===== config.mk =====
export PLATFORM = sky130hd
export DESIGN_NAME = gsr_sequencer
export DESIGN_NICKNAME = d
export VERILOG_FILES = /design/src/rtl/gsr_sequencer.sv
export SDC_FILE = /design/constraint.sdc
export NUM_CORES = 1
export LEC_CHECK = 0
export CAP_MARGIN = 10
export CORE_MARGIN = 1
export CORE_UTILIZATION = 30
export DETAILED_ROUTE_END_ITERATION = 8
export GPL_TIMING_DRIVEN = 0
export PLACE_DENSITY = 0.45
export SKIP_LAST_GASP = 1
export SYNTH_ARGS = -nofsm -noshare
export SYNTH_HDL_FRONTEND = slang
export SYNTH_SLANG_ARGS = --single-unit
export TNS_END_PERCENT = 100

===== constraint.sdc =====
create_clock -name CLK -period 2.59 [get_ports CLK]
set_clock_uncertainty 0.1 [all_clocks]
set_input_delay 0.3885 -clock CLK [delete_from_list [all_inputs] [get_ports CLK]]
set_output_delay 0.3885 -clock CLK [all_outputs]
set_load 0.02 [all_outputs]

===== src/rtl/gsr_sequencer.sv =====
// gsr_sequencer: qualifies clock lock, then drives the device GSR net low for a
// minimum width before releasing the design into RUN; supports soft-reset requests.
module gsr_sequencer #(
    parameter int unsigned SYNC_STAGES   = 2,
    parameter int unsigned LOCK_CYCLES   = 8,
    parameter int unsigned ASSERT_CYCLES = 16
) (
    input  logic       CLK,
    input  logic       RST,
    input  logic       LOCK,
    input  logic       REQ,
    output logic       GSRN,
    output logic       RDY,
    output logic [7:0] RST_CNT
);

    localparam int unsigned CNT_W = 8;
    localparam logic [CNT_W-1:0] LOCK_LAST = CNT_W'(LOCK_CYCLES - 1);
    localparam logic [CNT_W-1:0] HOLD_LAST = CNT_W'(ASSERT_CYCLES - 1);
    localparam logic [CNT_W-1:0] CNT_MAX   = '1;

    typedef enum logic [1:0] {
        WAIT_LOCK = 2'd0,
        HOLD      = 2'd1,
        RUN       = 2'd2
    } state_e;

    state_e                 state_q, state_d;
    logic [SYNC_STAGES-1:0] lock_sync_q;
    logic [SYNC_STAGES-1:0] req_sync_q;
    logic                   req_prev_q;
    logic [CNT_W-1:0]       lock_cnt_q, lock_cnt_d;
    logic [CNT_W-1:0]       hold_cnt_q, hold_cnt_d;
    logic [CNT_W-1:0]       rst_cnt_q, rst_cnt_d;
    logic                   gsrn_q, gsrn_d;
    logic                   rdy_q, rdy_d;

    logic                   lock_s;
    logic                   req_s;
    logic                   req_rise;
    logic [CNT_W-1:0]       rst_cnt_inc;

    assign lock_s   = lock_sync_q[SYNC_STAGES-1];
    assign req_s    = req_sync_q[SYNC_STAGES-1];
    assign req_rise = req_s & ~req_prev_q;

    // Synchronizers for the asynchronous LOCK/REQ inputs plus REQ edge history
    always_ff @(posedge CLK or posedge RST) begin
        if (RST) begin
            lock_sync_q <= '0;
            req_sync_q  <= '0;
            req_prev_q  <= 1'b0;
        end else begin
            lock_sync_q <= {lock_sync_q[SYNC_STAGES-2:0], LOCK};
            req_sync_q  <= {req_sync_q[SYNC_STAGES-2:0], REQ};
            req_prev_q  <= req_s;
        end
    end

    // State, counters and registered outputs
    always_ff @(posedge CLK or posedge RST) begin
        if (RST) begin
            state_q    <= WAIT_LOCK;
            lock_cnt_q <= '0;
            hold_cnt_q <= '0;
            rst_cnt_q  <= '0;
            gsrn_q     <= 1'b0;
            rdy_q      <= 1'b0;
        end else begin
            state_q    <= state_d;
            lock_cnt_q <= lock_cnt_d;
            hold_cnt_q <= hold_cnt_d;
            rst_cnt_q  <= rst_cnt_d;
            gsrn_q     <= gsrn_d;
            rdy_q      <= rdy_d;
        end
    end

    // Next-state logic; lock loss takes priority over a soft-reset request
    always_comb begin
        state_d     = state_q;
        lock_cnt_d  = lock_cnt_q;
        hold_cnt_d  = hold_cnt_q;
        rst_cnt_d   = rst_cnt_q;
        rst_cnt_inc = (rst_cnt_q == CNT_MAX) ? rst_cnt_q : rst_cnt_q + CNT_W'(1);

        unique case (state_q)
            WAIT_LOCK: begin
                if (!lock_s) begin
                    lock_cnt_d = '0;
                end else if (lock_cnt_q == LOCK_LAST) begin
                    state_d    = HOLD;
                    lock_cnt_d = '0;
                    hold_cnt_d = '0;
                end else begin
                    lock_cnt_d = lock_cnt_q + CNT_W'(1);
                end
            end
            HOLD: begin
                if (!lock_s) begin
                    state_d    = WAIT_LOCK;
                    lock_cnt_d = '0;
                    hold_cnt_d = '0;
                end else if (req_rise) begin
                    hold_cnt_d = '0;
                end else if (hold_cnt_q == HOLD_LAST) begin
                    state_d    = RUN;
                    hold_cnt_d = '0;
                end else begin
                    hold_cnt_d = hold_cnt_q + CNT_W'(1);
                end
            end
            RUN: begin
                if (!lock_s) begin
                    state_d    = WAIT_LOCK;
                    lock_cnt_d = '0;
                    rst_cnt_d  = rst_cnt_inc;
                end else if (req_rise) begin
                    state_d    = HOLD;
                    hold_cnt_d = '0;
                    rst_cnt_d  = rst_cnt_inc;
                end
            end
            default: begin
                state_d    = WAIT_LOCK;
                lock_cnt_d = '0;
                hold_cnt_d = '0;
            end
        endcase

        // Outputs follow the next state so they change on the transition edge
        gsrn_d = (state_d == RUN);
        rdy_d  = (state_d == RUN);
    end

    assign GSRN    = gsrn_q;
    assign RDY     = rdy_q;
    assign RST_CNT = rst_cnt_q;

endmodule


==> impl_results.md <==
* Die width at 77.7 µm
* Netlist cell types at 45
* # hold bufs at CTS at 0
* Antenna-violating nets left at 0
* Synth Warn # at 0
* Avg WL per Cell at 14.1 µm
* Critical path class: reg2reg
* Worst-Margin Slew at 0.772 ns
* DRT iter0 DRCs at 57
* Crit path depth at 6
* Critical path's top delay family: buffers and inverters
* Synthesized flop and latch total at 32
* PwrDens at 456 nW/µm²
* Met2 Wirelength at 1800 µm
* Maxcap violations at 0
* Met3 wire length at 88 µm
* N_diodes at 0
* Endpoints failing hold at 0
* Die height at 77.7 µm
* H-tree depth at 2
* Top achievable clock speed at 0.453 GHz
* Syn_area_per_cell at 10.2 µm²
* Global route overflow at 0
* TritonRoute pass-1 iters at 4
* Fin. max-slew vios at 0
* Layout cells sized above 1 at 0.0947
* Clock sink count at 32
* Die ar. at 6040 µm²
* Met1 wire length at 1780 µm
* Clk buf depth at 2
* Core area at 5510 µm²
* Worst hold stages at 0
* Post-Syn Area at 1720 µm²
* Layout area overhead at 19.5%
* Setup Fix Bufs, Post-CTS at 0
* Crit. End Element: register
* CP arrival at 2.31 ns
* CP max stage delay at 0.51 ns
* Normalized max-slew margin at 0.485
* Top cell type's share of synthesized area at 0.466
* Period minus WS final at 2.21 ns
* CP Launch Type: register
* P_leak at 0.883 nW
* Post-cts resize count at 0
* RSZ-0062 raised after global routing: no
* Post-route insts no fill at 262
* All-Layer GR Usage at 0.140
* Final nets at 200
* EDFF count, synth at 0
* Vias in the first global route at 1,313
* Register area share after synthesis at 0.466
* Root Buffer Master: clkbuf_8
* TritonCTS Buffers at 5
* Worst EP required at 2.70 ns
* # DRC at 0
* Ports at 14
* Inst Count DP at 254
* Worst path cell trace: inv_1 -> ha_1 -> clkbuf_1 -> o21ai_4 -> or4_1 -> a21oi_1
* Hold Path Class: reg2reg
* Worst path bufs/invs at 2
* Worst Path Max Fanout at 10
* Gp weighted congestion at 0.825
* Predominant post-synthesis flop cell: dfrtp_1
* Fill count at 545
* Status: complete, no violations
* CP max stage cell: or4_1
* Hpwl dp at 2710 µm
* Post-synth ARST share at 1.00
* FF-to-FF path depth at 6
* Dominant cells by area after synthesis: dfrtp_1 (47%), ha_1 (5.1%), nor2_1 (2.8%), nand2_1 (2.6%), a22o_1 (2.5%)
* Highest metal used: met4
* Tcrit/Tclk final at 0.852
* CTS tree: built
* Peak supply drop at 297 µV
* Pin count of the biggest net entering global routing at 18
* Via density at 5.15
* Final wirelength at 3700 µm
* Syn Inst Count at 168
* Post-synth net total at 179
* Worst skew pair latency at 0.28 ns
* Initial antenna violation count at 0
* Initial Util at 0.312
* Global-route wire length before repair at 6490 µm
* Cell taking the most area after synthesis: dfrtp_1
* Clock-pin slew on the worst setup and hold paths at 0.07 ns
* Reg-to-reg setup timing slack at 0.38 ns
* Via count at 1,348
* Count of input and output buffers at 13
* # rows at 27
* Setup violators final at 0
* Setup TNS at 0 ns
## per-layer routing
layer | vias to the layer above | global-route usage
li1 | 667 | -
met1 | 662 | 0.181
met2 | 14 | 0.225
met3 | 5 | 0.0353
met4 | 0 | 0.0509
met5 | - | 0
## cell usage in the layout, fill, tap and decap left out, drive strengths merged, types with 6 or more instances in the layout
cell type	n
dfrtp	32
nor2	13
clkdlybuf4s50	13
nand2	12
clkbuf	9
nand3	8
inv	7
and3	7
ha	7
a21oi	6
nor3	6
## power breakdown
group	total, mW	switching [mW]	internal [mW]
logic	0.0484	0.0299	0.0185
registers	0.516	0.00794	0.508
clock network	0.374	0.187	0.187
total	0.938	0.225	0.713
## registers in the layout, indices dropped and copies added (netlist names)
register and cells:
lock_sync_q 2, req_prev_q 1, hold_cnt_q 8, lock_cnt_q 8, RDY 1, state_q 2, RST_CNT 8, req_sync_q 2
## per-stage QoR
stage	worst slack (ns)	power, mW	hold WS [ns]	cell area, µm²	util
after global routing	0.228	0.986	0.259	2050	0.373
after CTS	0.381	0.958	0.254	2050	0.373
after global placement	0.464	0.568	0.235	1940	0.352
after detailed placement	0.414	0.575	0.237	1970	0.357
after floorplan	0.708	0.553	0.231	1720	-
final	0.384	0.938	0.250	2050	0.373
## worst reg2reg max path: stages, from the launching register on
cell and delay, ns:
dfrtp_1 0.41, inv_1 0.13, ha_1 0.19, clkbuf_1 0.44, o21ai_4 0.20, or4_1 0.51, a21oi_1 0.13
## final timing paths
kind                                start              to
setup / recovery               state_q[0]   lock_cnt_q[5]
hold / removal             lock_sync_q[0]  lock_sync_q[1]
setup reg to reg               state_q[0]   lock_cnt_q[5]
hold reg to reg            lock_sync_q[0]  lock_sync_q[1]
max in group asynchronous             RST   hold_cnt_q[2]
min in group asynchronous             RST   req_sync_q[1]
## final cells by class
type / instances / area [µm²] / share of cell area
tap: 72 / 90.1 / 0.0438
buffer: 5 / 22.5 / 0.0110
inverter: 7 / 26.3 / 0.0128
clock buffer: 5 / 68.8 / 0.0335
clock inverter: 3 / 18.8 / 0.00914
timing repair buffer: 14 / 158 / 0.0767
multi-input combinational: 124 / 870 / 0.423
sequential: 32 / 801 / 0.390
## synth_stat cells, drive strengths merged, types with 4 or more instances
library cell / number
a21oi: 6
a22o: 5
and3: 7
clkbuf: 4
dfrtp: 32
ha: 7
inv: 7
mux2: 4
nand2: 12
nand3: 8
nand4: 5
nor2: 13
nor2b: 5
nor3: 6
o211ai: 5
o21ai: 4
xnor2: 5
## cell families (layout without fill, tap and decap cells)
logic type	Yosys count	in the layout	share of synthesized area
AOI/OAI and AO/OA	39	39	0.177
xor gates and xnor gates	7	7	0.0357
adders and majority gates	7	7	0.0509
DFF	32	32	0.466
muxes	5	5	0.0320
and+or+nand+nor	66	66	0.210
buffers and inverters	12	34	0.0284
Power figures use the tool's default switching activity.
